**config.mk**
```make
export PLATFORM = sky130hd
export DESIGN_NAME = fifo_wr_arbiter
export DESIGN_NICKNAME = d
export VERILOG_FILES = /design/src/rtl/fifo_arb_pkg.sv /design/src/rtl/rr_picker.sv /design/src/rtl/fifo_wr_arbiter.sv
export SDC_FILE = /design/constraint.sdc
export NUM_CORES = 1
export LEC_CHECK = 0
export BUFFER_PORTS_ARGS = -buffer_cell sky130_fd_sc_hd__buf_2
export CORE_MARGIN = 4
export CORE_UTILIZATION = 45
export DETAILED_ROUTE_END_ITERATION = 10
export PLACE_DENSITY_LB_ADDON = 0.12
export SYNTH_ARGS = -nofsm -noshare
export SYNTH_HDL_FRONTEND = slang
export SYNTH_SLANG_ARGS = --single-unit
```
**constraint.sdc**
```tcl
create_clock -name clk -period 2.5 [get_ports clk]
set_clock_uncertainty 0.05 [all_clocks]
set_input_delay 0.5 -clock clk [delete_from_list [all_inputs] [get_ports clk]]
set_output_delay 0.5 -clock clk [all_outputs]
set_load 0.005 [all_outputs]
```
**src/rtl/fifo_arb_pkg.sv**
```systemverilog
// Shared definitions for the FIFO write arbiter: state encoding, counter width, clog2 helper.
package fifo_arb_pkg;

  localparam logic [0:0] ST_IDLE = 1'b0;
  localparam logic [0:0] ST_XFER = 1'b1;

  localparam int unsigned BEAT_CNT_W = 8;

  // Minimum of 1 so a grant index always has at least one bit
  function automatic int unsigned clog2(input int unsigned n);
    int unsigned r;
    r = 0;
    while ((32'd1 << r) < n) r++;
    return (r == 0) ? 1 : r;
  endfunction

endpackage

```
**src/rtl/rr_picker.sv**
```systemverilog
// Combinational round-robin picker: first requester above last_gnt, wrapping.
module rr_picker #(
  parameter int unsigned NUM_REQ   = 4,
  parameter int unsigned GNT_WIDTH = 2
) (
  input  logic [NUM_REQ-1:0]   req,
  input  logic [GNT_WIDTH-1:0] last_gnt,
  output logic [GNT_WIDTH-1:0] winner,
  output logic                 valid
);

  localparam int unsigned SUM_W = GNT_WIDTH + 1;

  logic [GNT_WIDTH-1:0] start;
  logic [2*NUM_REQ-1:0] dbl;
  logic [NUM_REQ-1:0]   rot;
  logic [GNT_WIDTH-1:0] ofs;
  logic                 found;
  logic [SUM_W-1:0]     sum;

  // Rotate so the search starts just above last_gnt, priority-encode, then unrotate
  always_comb begin
    start = (last_gnt == GNT_WIDTH'(NUM_REQ - 1)) ? '0 : last_gnt + GNT_WIDTH'(1);
    dbl   = {req, req} >> start;
    rot   = dbl[NUM_REQ-1:0];
    ofs   = '0;
    found = 1'b0;
    for (int i = 0; i < NUM_REQ; i++) begin
      if (!found && rot[i]) begin
        found = 1'b1;
        ofs   = GNT_WIDTH'(i);
      end
    end
    sum = {1'b0, start} + {1'b0, ofs};
    if (sum >= SUM_W'(NUM_REQ)) sum = sum - SUM_W'(NUM_REQ);
    winner = sum[GNT_WIDTH-1:0];
    valid  = |req;
  end

endmodule

```
**src/rtl/fifo_wr_arbiter.sv**
```systemverilog
// Round-robin arbiter sharing one FIFO write port among NUM_REQ producers.
// Define FIFO_ARB_BURST_EN to allow up to MAX_BURST beats per grant; otherwise one beat per grant.
module fifo_wr_arbiter
  import fifo_arb_pkg::*;
#(
  parameter int unsigned NUM_REQ    = 4,
  parameter int unsigned DATA_WIDTH = 8,
  parameter int unsigned MAX_BURST  = 4,
  parameter int unsigned GNT_WIDTH  = clog2(NUM_REQ)
) (
  input  logic                            clk,
  input  logic                            reset,
  input  logic [NUM_REQ-1:0]              req,
  input  logic [NUM_REQ*DATA_WIDTH-1:0]   req_data,
  output logic [NUM_REQ-1:0]              ack,
  input  logic                            fifo_full,
  output logic                            fifo_ws,
  output logic                            fifo_we,
  output logic [DATA_WIDTH-1:0]           fifo_data,
  output logic [GNT_WIDTH-1:0]            grant_id,
  output logic                            busy
);

`ifdef FIFO_ARB_BURST_EN
  localparam bit BURST_EN = 1'b1;
`else
  localparam bit BURST_EN = 1'b0;
`endif
  localparam int unsigned            BURST_LIM = BURST_EN ? MAX_BURST : 1;
  localparam logic [BEAT_CNT_W-1:0]  CNT_LAST  = BEAT_CNT_W'(BURST_LIM);

  logic [0:0]            state, state_nxt;
  logic [GNT_WIDTH-1:0]  grant_nxt, last_gnt, last_nxt;
  logic [GNT_WIDTH-1:0]  pick_idx;
  logic                  pick_vld;
  logic [BEAT_CNT_W-1:0] beat_cnt, cnt_nxt;
  logic                  req_sel;
  logic [DATA_WIDTH-1:0] sel_data;
  logic                  beat;

  rr_picker #(
    .NUM_REQ   (NUM_REQ),
    .GNT_WIDTH (GNT_WIDTH)
  ) u_picker (
    .req      (req),
    .last_gnt (last_gnt),
    .winner   (pick_idx),
    .valid    (pick_vld)
  );

  // Select the granted producer's request and data
  always_comb begin
    req_sel  = 1'b0;
    sel_data = '0;
    for (int i = 0; i < NUM_REQ; i++) begin
      if (grant_id == GNT_WIDTH'(i)) begin
        req_sel  = req[i];
        sel_data = req_data[i*DATA_WIDTH +: DATA_WIDTH];
      end
    end
  end

  assign beat    = (state == ST_XFER) && req_sel && !fifo_full;
  assign fifo_ws = beat;
  assign fifo_we = beat;
  assign busy    = (state == ST_XFER);

  // Data and ack are forced to zero whenever no beat fires
  always_comb begin
    ack       = '0;
    fifo_data = '0;
    if (beat) begin
      ack       = NUM_REQ'(1) << grant_id;
      fifo_data = sel_data;
    end
  end

  always_comb begin
    state_nxt = state;
    grant_nxt = grant_id;
    last_nxt  = last_gnt;
    cnt_nxt   = beat_cnt;
    case (state)
      ST_IDLE: begin
        if (pick_vld && !fifo_full) begin
          state_nxt = ST_XFER;
          grant_nxt = pick_idx;
          last_nxt  = pick_idx;
          cnt_nxt   = '0;
        end
      end
      ST_XFER: begin
        // A stall with req held keeps the grant; dropping req releases it
        if (!req_sel) begin
          state_nxt = ST_IDLE;
        end else if (beat) begin
          cnt_nxt = beat_cnt + BEAT_CNT_W'(1);
          if (cnt_nxt == CNT_LAST) state_nxt = ST_IDLE;
        end
      end
      default: state_nxt = ST_IDLE;
    endcase
  end

  always_ff @(posedge clk or posedge reset) begin
    if (reset) begin
      state    <= ST_IDLE;
      grant_id <= '0;
      last_gnt <= GNT_WIDTH'(NUM_REQ - 1);
      beat_cnt <= '0;
    end else begin
      state    <= state_nxt;
      grant_id <= grant_nxt;
      last_gnt <= last_nxt;
      beat_cnt <= cnt_nxt;
    end
  end

endmodule

```
==> results.py, run 1 <==
metrics = {
    "logic_synthesis": {
        "yosys_register_bits": 13,
        "synth_most_common_cell": "nand2_1",
        "synth_edf_count": 0,
        "async_reset_ff_share_pct": 100.0,
        "synth_area_mm2": 0.001280,
        "synthCells": 147,
        "yosys-top-cells-count": "nand2_1 (19), and3_1 (12), nor2_1 (12), dfrtp_1 (11)",
        "yosysWarnings": 0,
        "avgSynthCellArea_um2": 8.707,
        "synth_flop_cell": "dfrtp_1",
        "synth_fp_nets": 190,
        "synth.distinct_cells": 42,
        "synth.top_cells.by_area": "dfrtp_1 (22%), mux4_2 (16%), and3_1 (5.9%), nand2_1 (5.6%), dfstp_2 (4.1%)",
        "yosysSeqAreaShare_pct": 25.61,
        "yosysTopAreaCell": "dfrtp_1",
        "synth_top_area_share_pct": 21.51,
    },
    "clocking": {
        "cts_max_level": 1,
        "cts.sinks": 13,
        "numCtsBuffers": 3,
        "cts_setup_buffers": 0,
        "cts_tree": "built",
        "clk_latency_ns": 0.28,
        "clkSlewWorstSetupHoldPaths_ns": 0.09,
        "cts-root-buf": "clkbuf_4",
        "cts_max_path_buffers": 2,
    },
    "hold_path": {
        "hp-class": "input pin to asynchronous set/reset pin",
    },
    "power": {
        "switchingPower_uw": 581.2,
        "clkPwrFrac_pct": 10.2,
        "leakage_uw": 0.0008170,
        "seqPwrFrac_pct": 25.4,
        "power_uw": 1364,
        "powerDensity_mw_per_mm2": 844.2,
        "vdd_drop_max_uv": 684.1,
        "swShare_pct": 42.62,
        "combPwrFrac_pct": 64.4,
        "intPower_uw": 782.5,
    },
    "status": {
        "status": "complete, no violations",
    },
    "timing": {
        "fin_crit_ns": 2.338,
        "slew_headroom_pct": 66.52,
        "max_slew.worst_pin.slew_ns": 0.5017,
        "setup_ws_ns": 0.1623,
        "setup_viol": 0,
        "hold_violations": 0,
        "slew_viol_final": 0,
        "period_share_pct": 93.51,
        "max_freq_ghz": 0.4278,
    },
    "detailed_routing": {
        "finalWirelength_um": 3352,
        "vias": 1346,
        "ant_nets": 0,
        "routedWlPerCell_um": 14.45,
        "drc_errors": 0,
        "dr.pass1.iters": 6,
        "vias_per_cell": 5.802,
        "drt_iter0_drc": 46,
    },
    "floorplan": {
        "die_h_um": 61.33,
        "start_util_pct": 46.82,
        "fp-row-count": 19,
        "design.core.area_mm2": 0.002734,
        "die-area_mm2": 0.003761,
        "fp.dieW_um": 61.33,
        "top_level_ports": 56,
    },
    "placement": {
        "pre_cts_ws_ns": 0.1311,
        "portBuffers": 55,
        "place_area_mm2": 0.001572,
        "hpwlAfterDp_um": 2643,
        "dp_cells": 228,
        "place.gp.congestion": 0.8506,
    },
    "critical_path": {
        "cp.arrival_ns": 1.79,
        "cp-start-kind": "flip-flop",
        "path_class": "flip-flop to output pin",
        "required_ns": 1.95,
        "endpoint_kind": "output pin",
        "worst-path-max-fanout": 13,
    },
    "global_route": {
        "grtUsageTotal_pct": 19.26,
        "grt_pass1_wl_um": 5478,
        "first_global_vias": 1308,
        "gr-total-overflow": 0,
        "grt_max_degree": 14,
        "antenna_found_initial": 0,
    },
    "final_layout": {
        "area_growth_pct": 26.20,
        "drive_gt1_share_pct": 43.28,
        "antenna_cells": 0,
        "fin_nets": 245,
        "multi_input_area_um2": 859.6,
        "nFillCells": 231,
        "regArea_um2": 327.8,
        "stdcell_count": 232,
        "stdcell_area_mm2": 0.001615,
        "fin_util_pct": 59.08,
    },
    "job": {
        "maxCapViolCount": 0,
    },
}
flip-flops by register name, summed over array words and instances, names as in the netlist:
| signal | count |
|---|---|
| beat_cnt | 8 |
| grant_id | 2 |
| last_gnt | 2 |
| busy | 1 |
cell type report:
cell class              instances  share of cell area, %
multi-input cells             113                  53.21
flip-flops and latches         13                  20.29
repair buffers                 62                  20.29
well taps                      31                  2.401
inverters                       9                  2.091
clock buffers                   3                  1.394
clock inverters                 1                 0.3098
power groups by stage:
stage               sequential, uW  combinational [uW]  clock (uW)
floorplan                      341                 615           0
global placement               344                 829           0
detailed placement             347                 844           0
CTS                            345                 850         141
global route                   356                 985         150
finish                         346                 879         139
path summary, 6_finish.rpt:
| kind | start | to | slack, ns | cells after the start |
|---|---|---|---|---|
| worst min-delay path | reset | busy | 0.17 | 2 |
| worst max-delay path | grant_id[0] | fifo_data[6] | 0.16 | 4 |
| min in group clk | last_gnt[1] | last_gnt[1] | 0.47 | 2 |
| worst max register to register | last_gnt[0] | grant_id[1] | 0.18 | 10 |
| max in group asynchronous | reset | last_gnt[0] | 1.87 | 2 |
| worst min register to register | last_gnt[1] | last_gnt[1] | 0.47 | 2 |
worst max-delay path, cell delays in order (launching register included):
cell and delay (ns):
dfrtp_1 0.40, buf_4 0.25, mux4_2 0.53, and3_1 0.20
buf_2 0.13
timing repair:
item,in CTS,in global routing
hold buffers,0,0
endpoints found under the setup margin,0,2
resized for setup,0,3
stage by stage:
step / setup TNS [ns] / hold slack, ns
after floorplan: 0 / 0.3255
final: 0 / 0.1725
after detailed placement: 0 / 0.4600
after global placement: 0 / 0.4549
after global routing: -0.009347 / 0.2114
after CTS: 0 / 0.1907
logic make-up after synthesis:
group,share of synthesized area [%]
muxes,16.62
AOI/OAI and AO/OA,16.72
buffers and inverters,8.504
and+or+nand+nor,26.59
DFF,25.61
xor gates and xnor gates,2.053
adders and majority gates,3.910
cells in the final DEF, fill, tap and decap left out, types with 3 or more instances in the layout:
master | netlist | final
nor3_1 | 3 | 3
ha_1 | 4 | 4
buf_2 | 3 | 55
a21oi_1 | 5 | 5
buf_4 | 1 | 7
nand2_1 | 19 | 19
dfrtp_1 | 11 | 11
nand3_1 | 7 | 7
nor2_1 | 12 | 12
mux4_2 | 9 | 9
clkbuf_4 | 0 | 3
o21ai_0 | 8 | 8
inv_1 | 9 | 9
and3_1 | 12 | 12
layer usage:
layer	vias to the layer above	wire [um]	global-route usage [%]
li1	648	-	-
met1	632	1466	25.68
met2	62	1545	30.97
met3	4	292	5.031
met4	0	48	5.455
met5	-	0	0
No activity file was read; power rests on OpenSTA's default activity.
==> run 2, diff against run 1 <==
- clock period: 2.5 -> 3 ns (I/O delays scaled with it)
==> run 2 against run 1 <==
Non-clock buffer count decreased by 3; first-iteration DRC count increased by 6.5%; sequential cell count unchanged; clock-buffer cell count increased by 1; critical endpoint is now fifo_we; critical path depth increased by 2; largest cell class unchanged; power decreased by 21%; via count decreased by 2.2%; clock power decreased by 19%.
==> results.py, run 2 (synthesis gave the netlist of run 1 again) <==
metrics = {
    "power": {
        "vdd_drop_max_uv": 639.2,
        "power_uw": 1084,
        "leakage_uw": 0.0007903,
        "powerDensity_mw_per_mm2": 688.1,
    },
    "clocking": {
        "cts_max_level": 1,
        "numCtsBuffers": 3,
        "cts_max_path_buffers": 2,
        "cts-root-buf": "clkbuf_4",
        "cts.sinks": 13,
        "post_cts_resize_count": 0,
        "clk_latency_ns": 0.28,
        "clkSlewWorstSetupHoldPaths_ns": 0.08,
        "cts_tree": "built",
        "cts_setup_buffers": 0,
        "postCtsHoldBufs": 0,
    },
    "critical_path": {
        "crit_slowest_cell": "mux4_2",
        "r2r_cells": 10,
        "max_stage_delay_ns": 0.60,
        "cp.arrival_ns": 2.00,
        "cp-start-kind": "input pin",
        "path_delay_family": "multiplexers",
        "required_ns": 2.35,
        "path_class": "input pin to output pin",
        "worst-path-max-fanout": 13,
        "crit_top_cell": "buf_2",
        "crit_chain": "buf_2 > mux4_2 > nand2_1 > inv_1 > buf_4 > buf_2",
        "cp_num_cells": 6,
        "path_buf_inv": 4,
        "endpoint_kind": "output pin",
    },
    "global_route": {
        "gr-total-overflow": 0,
        "grt_max_degree": 15,
        "antenna_found_initial": 0,
        "first_global_vias": 1328,
        "grtUsageTotal_pct": 19.88,
        "grt_pass1_wl_um": 5658,
    },
    "placement": {
        "portBuffers": 55,
        "hpwlAfterDp_um": 2728,
        "place.gp.congestion": 0.8691,
    },
    "timing": {
        "grt_setup_unrepaired": "no",
        "fin_crit_ns": 2.652,
        "period_share_pct": 88.41,
        "setup_viol": 0,
        "slew_viol_final": 0,
        "slew_headroom_pct": 66.96,
        "whs_ns": 0.2777,
        "fin_setup_tns_ns": 0,
        "max_freq_ghz": 0.3771,
        "hold_violations": 0,
        "max_slew.worst_pin.slew_ns": 0.4950,
    },
    "floorplan": {
        "design.core.area_mm2": 0.002734,
        "die-area_mm2": 0.003761,
        "die_h_um": 61.33,
        "start_util_pct": 46.82,
        "fp.dieW_um": 61.33,
        "top_level_ports": 56,
        "fp-row-count": 19,
    },
    "status": {
        "status": "complete, no violations",
    },
    "detailed_routing": {
        "routedWlPerCell_um": 14.71,
        "ant_nets": 0,
        "dr.pass1.iters": 4,
        "vias": 1316,
        "drt_iter0_drc": 49,
        "drc_errors": 0,
        "finalWirelength_um": 3369,
        "vias_per_cell": 5.747,
    },
    "final_layout": {
        "antenna_cells": 0,
        "largest_registers": "beat_cnt x8, grant_id x2, last_gnt x2",
        "max_flop_register": "beat_cnt",
        "area_growth_pct": 23.07,
        "final_cell_mix": "buf_2 (55), nand2_1 (19), nor2_1 (12), and3_1 (12), dfrtp_1 (11)",
        "drive_gt1_share_pct": 40.40,
        "final_common_cell": "buf_2",
        "fin_nets": 242,
        "largest_register_ffs": 8,
    },
    "hold_path": {
        "hp-class": "input pin to asynchronous set/reset pin",
    },
    "job": {
        "maxCapViolCount": 0,
    },
}
[run 2: cell types whose count changed in the layout (fill, tap and decap cells not counted), sizes merged]
cell / delta
buf: -3
clkbuf: +1
clkinv: -1
[run 2: per-layer routing]
| metal | up-vias | global-route usage, % | share of wire [%] |
|---|---|---|---|
| li1 | 643 | - | - |
| met5 | - | 0 | 0 |
| met4 | 0 | 7.576 | 1.5 |
| met1 | 607 | 26.10 | 44 |
| met3 | 5 | 3.983 | 8.4 |
| met2 | 61 | 32.33 | 46 |
[run 2: power by group]
group / switching (uW) / leakage (uW) / internal [uW] / total [uW]
clock network: 60.0 / 0.0000150 / 51.6 / 112
logic: 339 / 0.000608 / 336 / 675
registers: 68.3 / 0.000167 / 229 / 297
[run 2: worst reg2reg max path: stages (launching register included)]
cell and delay, ns:
dfstp_2 0.63, ha_1 0.32, nor2b_1 0.18, nand2_1 0.06, o21ai_0 0.07, o22a_1 0.20
ha_1 0.19, xnor2_1 0.20, nand3_1 0.11, a221oi_1 0.33, a211oi_1 0.09
[run 2: final cells by class]
class,instances,area [um^2]
Fill cell,246,1159
Multi-Input combinational cell,113,843.3
Sequential cell,13,327.8
Timing Repair Buffer,59,305.3
Tap cell,31,38.79
Inverter,9,33.78
Clock buffer,4,26.28
[run 2: worst paths after layout]
| kind | start | to | slack (ns) |
|---|---|---|---|
| setup / recovery | req[2] | fifo_we | 0.35 |
| hold / removal | reset | beat_cnt[3] | 0.28 |
| setup reg to reg | last_gnt[0] | grant_id[1] | 0.45 |
| hold reg to reg | last_gnt[1] | last_gnt[1] | 0.47 |
| max in group asynchronous | reset | last_gnt[1] | 2.27 |
| min in group clk | last_gnt[1] | last_gnt[1] | 0.47 |
[run 2: stage by stage]
step / utilization, % / cells / instance area, um^2 / setup slack [ns]
floorplan: - / 147 / 1280 / 0.5606
global placement: 56.66 / 225 / 1549 / 0.4077
detailed placement: 56.66 / 225 / 1549 / 0.3443
CTS: 57.62 / 229 / 1575 / 0.3417
global route: 57.62 / 229 / 1575 / 0.2273
finish: 57.62 / 229 / 1575 / 0.3478
==> run 3, diff against run 2 <==
- CTS_CLUSTER_DIAMETER: default -> 100
- PLACE_DENSITY: default -> 0.77
- PLACE_DENSITY_LB_ADDON: 0.12 -> default
==> run 3 against run 2 <==
Maximum frequency is 3.1% lower; worst hold slack is essentially flat; clock-buffer cell count did not move; die area did not move; utilization down 0.27 points; clock power is essentially flat; wire length increased by 2.1%; final area decreased by 0.48%; power decreased by 1.2%; combinational power shrank 5.3%; worst setup slack worse by 0.086 ns; register-to-register slack is essentially flat; critical path type is now flip-flop to output pin; critical endpoint unchanged; largest cell class unchanged; largest power group unchanged; highest routed layer unchanged.
==> results.py, run 3 (synthesis gave the netlist of run 1 again) <==
metrics = {
    "final_layout": {
        "largest_register_ffs": 8,
        "fin_nets": 241,
        "fin_util_pct": 57.35,
        "regArea_um2": 327.8,
        "multi_input_area_um2": 843.3,
        "nFillCells": 251,
        "stdcell_area_mm2": 0.001568,
        "antenna_cells": 0,
        "largest_registers": "beat_cnt x8, grant_id x2, last_gnt x2",
        "final_common_cell": "buf_2",
        "area_growth_pct": 22.48,
        "final_cell_mix": "buf_2 (55), nand2_1 (19), nor2_1 (12), and3_1 (12), dfrtp_1 (11)",
        "max_flop_register": "beat_cnt",
        "drive_gt1_share_pct": 40.10,
    },
    "clocking": {
        "cts_max_path_buffers": 2,
        "cts-root-buf": "clkbuf_4",
        "post_cts_resize_count": 0,
        "cts_tree": "built",
        "cts.sinks": 13,
        "cts_max_level": 1,
        "clkSlewWorstSetupHoldPaths_ns": 0.08,
        "clk_latency_ns": 0.27,
        "numCtsBuffers": 3,
        "cts_setup_buffers": 0,
        "postCtsHoldBufs": 0,
    },
    "timing": {
        "hold_violations": 0,
        "slew_headroom_pct": 64.14,
        "setup_viol": 0,
        "fin_setup_tns_ns": 0,
        "fin_crit_ns": 2.738,
        "max_freq_ghz": 0.3652,
        "slew_viol_final": 0,
        "max_slew.worst_pin.slew_ns": 0.5379,
        "period_share_pct": 91.26,
        "grt_setup_unrepaired": "no",
    },
    "global_route": {
        "grtUsageTotal_pct": 18.08,
        "first_global_vias": 1170,
        "antenna_found_initial": 0,
        "gr-total-overflow": 0,
        "grt_max_degree": 16,
        "grt_pass1_wl_um": 5112,
    },
    "floorplan": {
        "start_util_pct": 46.82,
        "fp-row-count": 19,
        "die_h_um": 61.33,
        "design.core.area_mm2": 0.002734,
        "top_level_ports": 56,
        "fp.dieW_um": 61.33,
        "die-area_mm2": 0.003761,
    },
    "detailed_routing": {
        "finalWirelength_um": 3439,
        "vias": 1293,
        "vias_per_cell": 5.671,
        "routedWlPerCell_um": 15.08,
        "ant_nets": 0,
        "drt_iter0_drc": 88,
        "drc_errors": 0,
        "dr.pass1.iters": 4,
    },
    "critical_path": {
        "endpoint_kind": "output pin",
        "cp.arrival_ns": 2.09,
        "worst-path-max-fanout": 15,
        "required_ns": 2.35,
        "r2r_slack_ns": 0.46,
        "path_class": "flip-flop to output pin",
        "cp-start-kind": "flip-flop",
    },
    "status": {
        "status": "complete, no violations",
    },
    "job": {
        "maxCapViolCount": 0,
    },
    "placement": {
        "place_area_mm2": 0.001541,
        "place.gp.congestion": 0.7753,
        "hpwlAfterDp_um": 2773,
        "portBuffers": 55,
    },
    "power": {
        "powerDensity_mw_per_mm2": 682.9,
        "leakage_uw": 0.0007856,
        "vdd_drop_max_uv": 607.1,
    },
    "hold_path": {
        "hp-class": "input pin to asynchronous set/reset pin",
    },
}
==> run 3: cell types whose count changed in the layout (fill, tap and decap cells not counted) <==
cell | before | now
buf_4 | 4 | 3
==> run 3: worst max-delay path: stages (launching register included) <==
cell	delay, ns
dfrtp_1	0.69
mux4_2	0.53
nand2_1	0.20
inv_1	0.09
buf_4	0.18
buf_2	0.13
==> run 3: layout make-up <==
cell class                 instances  area share [%]
multi-input combinational        113           53.79
sequential                        13           20.91
timing repair buffer              58           18.99
tap                               31           2.474
inverter                           9           2.155
clock buffer                       4           1.676
==> run 3: worst paths after layout <==
check / start / cells after the start / endpoint
max in group asynchronous: reset / 2 / last_gnt[1]
min reg2reg: last_gnt[1] / 2 / last_gnt[1]
min in group clk: last_gnt[1] / 2 / last_gnt[1]
min: reset / 2 / busy
max: grant_id[1] / 5 / fifo_we
max reg2reg: last_gnt[0] / 10 / grant_id[1]
==> run 3: per-stage QoR <==
step,total power [uW],setup WS [ns],hold WS [ns],cells
finish,1071,0.2621,0.2778,228
global route,1175,0.1124,0.3158,228
CTS,1077,0.2813,0.3042,228
detailed placement,965.1,0.4094,0.4694,224
global placement,937.4,0.4452,0.4609,224
floorplan,797.2,0.5606,0.4255,147
==> run 3: per-layer routing <==
layer	track usage, %	vias up	part of all wire, %
met3	2.725	2	1.9
met5	0	-	0
met4	6.970	0	0.23
met2	30.51	19	55
li1	-	639	-
met1	23.29	633	42
==> run 3: power breakdown <==
part | switching, uW | leakage (uW) | internal (uW)
Clock | 58.6 | 0.0000150 | 51.5
Combinational | 312 | 0.000603 | 327
Sequential | 93.4 | 0.000167 | 228
